===== config.mk =====
export PLATFORM = sky130hd
export DESIGN_NAME = pla_activation_pipe_flat
export DESIGN_NICKNAME = d
export VERILOG_FILES = /design/src/rtl/pla_activation_pipe_if.sv /design/src/rtl/pla_activation_pipe.sv /design/src/flat_wrapper.sv
export SDC_FILE = /design/constraint.sdc
export NUM_CORES = 1
export LEC_CHECK = 0
export CAP_MARGIN = 20
export CORE_UTILIZATION = 52
export CTS_BUF_LIST = sky130_fd_sc_hd__clkbuf_8 sky130_fd_sc_hd__clkbuf_16
export CTS_CLUSTER_DIAMETER = 150
export DETAILED_ROUTE_END_ITERATION = 8
export DONT_BUFFER_PORTS = 1
export GPL_ROUTABILITY_DRIVEN = 0
export PLACE_DENSITY = 0.67
export SLEW_MARGIN = 20
export SYNTH_ARGS = -nofsm -noshare
export SYNTH_HDL_FRONTEND = slang
export SYNTH_SLANG_ARGS = --single-unit

===== constraint.sdc =====
create_clock -name clk -period 5.7 [get_ports clk]
set_clock_uncertainty 0.1 [all_clocks]
set_input_delay 1.425 -clock clk [delete_from_list [all_inputs] [get_ports clk]]
set_output_delay 1.425 -clock clk [all_outputs]
set_load 0.005 [all_outputs]

===== src/rtl/pla_activation_pipe_if.sv =====
// Streaming bus of the PLA activation pipe.
// Input sample side plus result side, one bundle.
interface pla_activation_pipe_if #(
  parameter int DATA_W = 32,
  parameter int TAG_W  = 8
);
  logic                     in_valid;
  logic                     in_ready;
  logic signed [DATA_W-1:0] in_x;
  logic                     in_mode;
  logic [TAG_W-1:0]         in_tag;
  logic                     out_valid;
  logic                     out_ready;
  logic signed [DATA_W-1:0] out_y;
  logic [TAG_W-1:0]         out_tag;
  logic                     out_sat;

  modport master (
    output in_valid, in_x, in_mode, in_tag,
    output out_ready,
    input  in_ready,
    input  out_valid, out_y, out_tag, out_sat
  );

  modport slave (
    input  in_valid, in_x, in_mode, in_tag,
    input  out_ready,
    output in_ready,
    output out_valid, out_y, out_tag, out_sat
  );
endinterface


===== src/rtl/pla_activation_pipe.sv =====
// 3-stage piecewise-linear sigmoid/tanh unit.
// Q(DATA_W-FRAC_W).FRAC_W in and out, tag sideband.
module pla_activation_pipe #(
  parameter int DATA_W = 32,
  parameter int FRAC_W = 24,
  parameter int TAG_W  = 8
) (
  input logic clk,
  input logic reset,
  pla_activation_pipe_if.slave bus
);
  localparam int  W  = DATA_W + 2;
  localparam real SC = 2.0 ** FRAC_W;

  localparam logic signed [W-1:0] ONE =
    W'(longint'(SC));
  localparam logic signed [W-1:0] MAXP =
    W'((longint'(1) <<< (DATA_W - 1)) - longint'(1));

  localparam logic signed [W-1:0] TH [1:8] = '{
    W'(longint'(1.065 * SC)),
    W'(longint'(2.164 * SC)),
    W'(longint'(2.977 * SC)),
    W'(longint'(3.724 * SC)),
    W'(longint'(4.442 * SC)),
    W'(longint'(5.147 * SC)),
    W'(longint'(5.846 * SC)),
    W'(longint'(7.236 * SC))
  };

  localparam logic signed [W-1:0] BS [1:8] = '{
    W'(longint'(0.5        * SC)),
    W'(longint'(0.6328125  * SC)),
    W'(longint'(0.765625   * SC)),
    W'(longint'(0.859375   * SC)),
    W'(longint'(0.91796875 * SC)),
    W'(longint'(0.953125   * SC)),
    W'(longint'(0.97265625 * SC)),
    W'(longint'(0.984375   * SC))
  };

  typedef struct packed {
    logic                v;
    logic signed [W-1:0] a;
    logic                neg;
    logic                mode;
    logic [TAG_W-1:0]    tag;
  } s1_t;

  typedef struct packed {
    logic                v;
    logic signed [W-1:0] p;
    logic signed [W-1:0] b;
    logic                sat;
    logic                neg;
    logic                mode;
    logic [TAG_W-1:0]    tag;
  } s2_t;

  s1_t s1;
  s2_t s2;

  logic advance;
  assign advance      = bus.out_ready || !bus.out_valid;
  assign bus.in_ready = advance;

  logic signed [W-1:0] xe;
  logic signed [W-1:0] ax;
  logic signed [W-1:0] a_n;

  // magnitude, tanh pre-doubling, clamp to max positive
  always_comb begin
    xe = W'(bus.in_x);
    ax = xe[W-1] ? -xe : xe;
    if (ax > MAXP) ax = MAXP;
    a_n = bus.in_mode ? (ax <<< 1) : ax;
    if (a_n > MAXP) a_n = MAXP;
  end

  // stage 1 register
  always_ff @(posedge clk) begin
    if (reset) begin
      s1 <= '0;
    end else if (advance) begin
      s1.v    <= bus.in_valid;
      s1.a    <= a_n;
      s1.neg  <= bus.in_x[DATA_W-1];
      s1.mode <= bus.in_mode;
      s1.tag  <= bus.in_tag;
    end
  end

  logic [8:1]          lt;
  logic signed [W-1:0] p_n;
  logic signed [W-1:0] b_n;

  // thermometer compare; lowest matching segment wins
  always_comb begin
    p_n = '0;
    b_n = '0;
    for (int i = 1; i <= 8; i++) begin
      lt[i] = s1.a < TH[i];
    end
    for (int i = 8; i >= 1; i--) begin
      if (lt[i]) begin
        p_n = s1.a >>> (i + 1);
        b_n = BS[i];
      end
    end
  end

  // stage 2 register
  always_ff @(posedge clk) begin
    if (reset) begin
      s2 <= '0;
    end else if (advance) begin
      s2.v    <= s1.v;
      s2.p    <= p_n;
      s2.b    <= b_n;
      s2.sat  <= !lt[8];
      s2.neg  <= s1.neg;
      s2.mode <= s1.mode;
      s2.tag  <= s1.tag;
    end
  end

  logic signed [W-1:0] y0;
  logic signed [W-1:0] y1;
  logic signed [W-1:0] y2;
  logic                unused_hi;

  // segment line, mirror for negatives, tanh rescale
  always_comb begin
    y0 = s2.sat ? ONE : s2.p + s2.b;
    y1 = s2.neg ? ONE - y0 : y0;
    y2 = s2.mode ? (y1 <<< 1) - ONE : y1;
  end

  assign unused_hi = ^y2[W-1:DATA_W];

  // output register
  always_ff @(posedge clk) begin
    if (reset) begin
      bus.out_valid <= 1'b0;
      bus.out_y     <= '0;
      bus.out_tag   <= '0;
      bus.out_sat   <= 1'b0;
    end else if (advance) begin
      bus.out_valid <= s2.v;
      if (s2.v) begin
        bus.out_y   <= y2[DATA_W-1:0];
        bus.out_tag <= s2.tag;
        bus.out_sat <= s2.sat;
      end
    end
  end
endmodule

===== src/flat_wrapper.sv =====
// flat-port wrapper written by rule: the top's interface ports become plain ports
module pla_activation_pipe_flat 
#(
  parameter int DATA_W = 32,
  parameter int FRAC_W = 24,
  parameter int TAG_W  = 8
)
  (clk, reset, bus_in_valid, bus_in_x, bus_in_mode, bus_in_tag, bus_out_ready, bus_in_ready, bus_out_valid, bus_out_y, bus_out_tag, bus_out_sat);
  pla_activation_pipe_if #(.DATA_W(DATA_W), .TAG_W(TAG_W)) bus_i ();
  input logic clk;
  input logic reset;
  input wire logic [$bits(bus_i.in_valid)-1:0] bus_in_valid;
  input wire logic [$bits(bus_i.in_x)-1:0] bus_in_x;
  input wire logic [$bits(bus_i.in_mode)-1:0] bus_in_mode;
  input wire logic [$bits(bus_i.in_tag)-1:0] bus_in_tag;
  input wire logic [$bits(bus_i.out_ready)-1:0] bus_out_ready;
  output wire logic [$bits(bus_i.in_ready)-1:0] bus_in_ready;
  output wire logic [$bits(bus_i.out_valid)-1:0] bus_out_valid;
  output wire logic [$bits(bus_i.out_y)-1:0] bus_out_y;
  output wire logic [$bits(bus_i.out_tag)-1:0] bus_out_tag;
  output wire logic [$bits(bus_i.out_sat)-1:0] bus_out_sat;
  assign bus_i.in_valid = bus_in_valid;
  assign bus_i.in_x = bus_in_x;
  assign bus_i.in_mode = bus_in_mode;
  assign bus_i.in_tag = bus_in_tag;
  assign bus_i.out_ready = bus_out_ready;
  assign bus_in_ready = bus_i.in_ready;
  assign bus_out_valid = bus_i.out_valid;
  assign bus_out_y = bus_i.out_y;
  assign bus_out_tag = bus_i.out_tag;
  assign bus_out_sat = bus_i.out_sat;
  pla_activation_pipe #(.DATA_W(DATA_W), .FRAC_W(FRAC_W), .TAG_W(TAG_W)) u_core (.clk(clk), .reset(reset), .bus(bus_i));
endmodule

==> results.cfg <==
[route]
drt_pre_antenna_iters = 6
via_per_inst = 6.48
drc_errors = 0
totalWireLength_um = 30400
wl_per_cell_um = 19.2
drt_iter0_drc = 1197
ant_nets = 0
vias = 10200

[timing]
fin_crit_sh_pct = 72.5
slew_headroom_pct = 28.6
tns_ns = 0
setup_viol = 0
grt_setup_unrepaired = no
hold_viol_final = 0
max_freq_mhz = 242
worst_pin_slew_ns = 1.06
finalCriticalPeriod_ns = 4.13
slew_violations = 0

[clock_network]
cts_sinks = 139
clk_latency_ns = 0.43
ctsResizeCount = 0
cts_buffer_depth = 2
cts_buffers = 17
cts_setup_buffers = 0
cts_max_level = 4
cts_root_buffer = clkbuf_16
hold_buffers = 0
path_clk_slew_ns = 0.07
cts_tree = done

[floorplanning]
core_area_um2 = 18900
num_rows = 50
chipHeight_um = 141
ios = 88
die_x_um = 141
start_util_pct = 53.5
die_area_um2 = 20000

[logic_synthesis]
avgSynthCellArea_um2 = 7.26
syn_area_um2 = 10100
ys_ff_latch = 139
synthArstFlopShare_pct = 0
netlist_instances = 1393
synth_cell_type_count = 88
synth_ff_type = dfxtp_1
yosys.area.top_type = dfxtp_1
ys_warn_count = 0
synth_top_area_share_pct = 27.5
syn_nets = 1451
synth.area.top_cells = dfxtp_1 (28%), nand2_1 (7.8%), a21oi_1 (6.9%), nor2_1 (4.9%), a211oi_1 (3.8%)
seq_area_frac_synth_pct = 27.5
synth_enable_flop_cells = 0

[setup_path]
critPathSlowestCell = o21ai_2
start_kind = input port
cp_max_fo = 18
cpPeakStageDelay_ns = 0.67
end_kind = flop
required_ns = 5.95
path_delay_family = compound AO/OA/AOI/OAI gates
critical_path.cell_chain = inv_1, ha_1, nor3b_1, nor2b_1, and2_1, nand3_1, o211ai_1, o211ai_2, o21ai_2, nor2_1, a211oi_1
path_buf_inv = 1
crit_type = input port to flop
critPathArrivalTime_ns = 4.39

[global_routing]
antenna_found_initial = 0
grt_pass1_wl_um = 49100
grt_max_degree = 140
overflow = 0
grt_pass1_vias = 9325
grt_usage_pct = 30.6

[cells_and_area]
area_growth_syn_to_layout_pct = 5.94
nNetsFinal = 1366
antenna_cells = 0
final_common_cell = nand2_1
drive_above_1_share_pct = 6.51
layout_common_cells = nand2_1 (211), a21oi_1 (139), dfxtp_1 (139)

[power_and_ir_drop]
cellPowerDensity_nw_per_um2 = 295
finalPower_mw = 3.16
peakVddDrop_v = 0.000226
p_leak_nw = 3.76

[flow_run]
drv_cap = 0

[outcome]
outcome = finished clean

[place]
io_buffers = 0
dpl.hpwl_um = 21100

[min_path]
worst_hold_path_type = flop to flop
-- registers in the layout, indices dropped and copies added, names as in the netlist --
name and count:
u_core.bus.out_sat 1, u_core.bus.out_valid 1, u_core.bus.out_tag 8, u_core.bus.out_y 32
u_core.s2 52, u_core.s1 45
-- per-stage QoR --
stage | hold slack, ns | worst slack (ns) | cells | util [%] | area (um^2)
2_1_floorplan | 0.332 | 1.72 | 1393 | - | 10100
3_3_place_gp | 0.337 | 1.37 | 1549 | 53.5 | 10100
3_5_place_dp | 0.341 | 1.18 | 1549 | 53.5 | 10100
4_1_cts | 0.350 | 1.62 | 1581 | 56.7 | 10700
5_1_grt | 0.366 | 1.33 | 1581 | 56.7 | 10700
6_report | 0.351 | 1.57 | 1581 | 56.7 | 10700
-- path summary, 6_finish.rpt --
check                             start                                 to  slack [ns]  cells past startpoint
max                         bus_in_x[0]         u_core.s1[22]$_SDFFE_PP0N_        1.57                     11
min           u_core.s1[9]$_SDFFE_PP0N_          u_core.s1[9]$_SDFFE_PP0N_        0.35                      2
max reg2reg  u_core.s2[61]$_SDFFE_PP0N_  u_core.bus.out_y[28]$_SDFFE_PP0P_        1.78                     14
min reg2reg   u_core.s1[9]$_SDFFE_PP0N_          u_core.s1[9]$_SDFFE_PP0N_        0.35                      2
-- cell type report --
| cell class | instances | area, um^2 |
|---|---|---|
| Clock inverter | 13 | 143 |
| Timing Repair Buffer | 16 | 120 |
| Fill cell | 1817 | 8190 |
| Clock buffer | 19 | 453 |
| Inverter | 50 | 188 |
| Multi-Input combinational cell | 1084 | 6700 |
| Sequential cell | 139 | 2780 |
| Tap cell | 260 | 325 |
-- report_power, final --
part	internal [mW]	switching, mW	total, mW
Combinational	0.329	0.531	0.860
Clock	0.643	0.486	1.13
Sequential	1.05	0.127	1.18
-- worst min-delay path, cell delays in order, from the launching register on --
cell     delay, ns
dfxtp_1       0.31
nand2_1       0.05
a21oi_1       0.05
-- cell families after synthesis --
family	share of synthesized area, %
buf+inv	6.61
fa+ha+maj	1.68
compound gates	33.4
simple gates	21.8
mux	4.18
flops	27.5
xor+xnor	4.77
-- layer usage --
metal	track usage, %	wire length [um]	up-vias
met4	14.0	1030	0
met3	5.06	2070	65
met1	41.0	13400	4744
met5	0	0	-
li1	-	-	4960
met2	48.3	13900	475
-- synthesized netlist by cell type, types with 11 or more instances --
master,number
o21ai_0,65
o31ai_1,24
xor2_1,31
and2_1,14
nor3_1,44
buf_2,12
a211oi_1,51
o2111ai_1,22
nand2_1,211
clkbuf_1,96
a31oi_1,12
dfxtp_1,139
o211ai_1,20
a221oi_1,23
inv_1,45
nor2b_1,12
nor2_1,131
mux2i_1,35
ha_1,12
xnor2_1,24
nand4_1,11
o311ai_0,14
nand3_1,28
a21oi_1,139
Power figures use the tool's default switching activity.
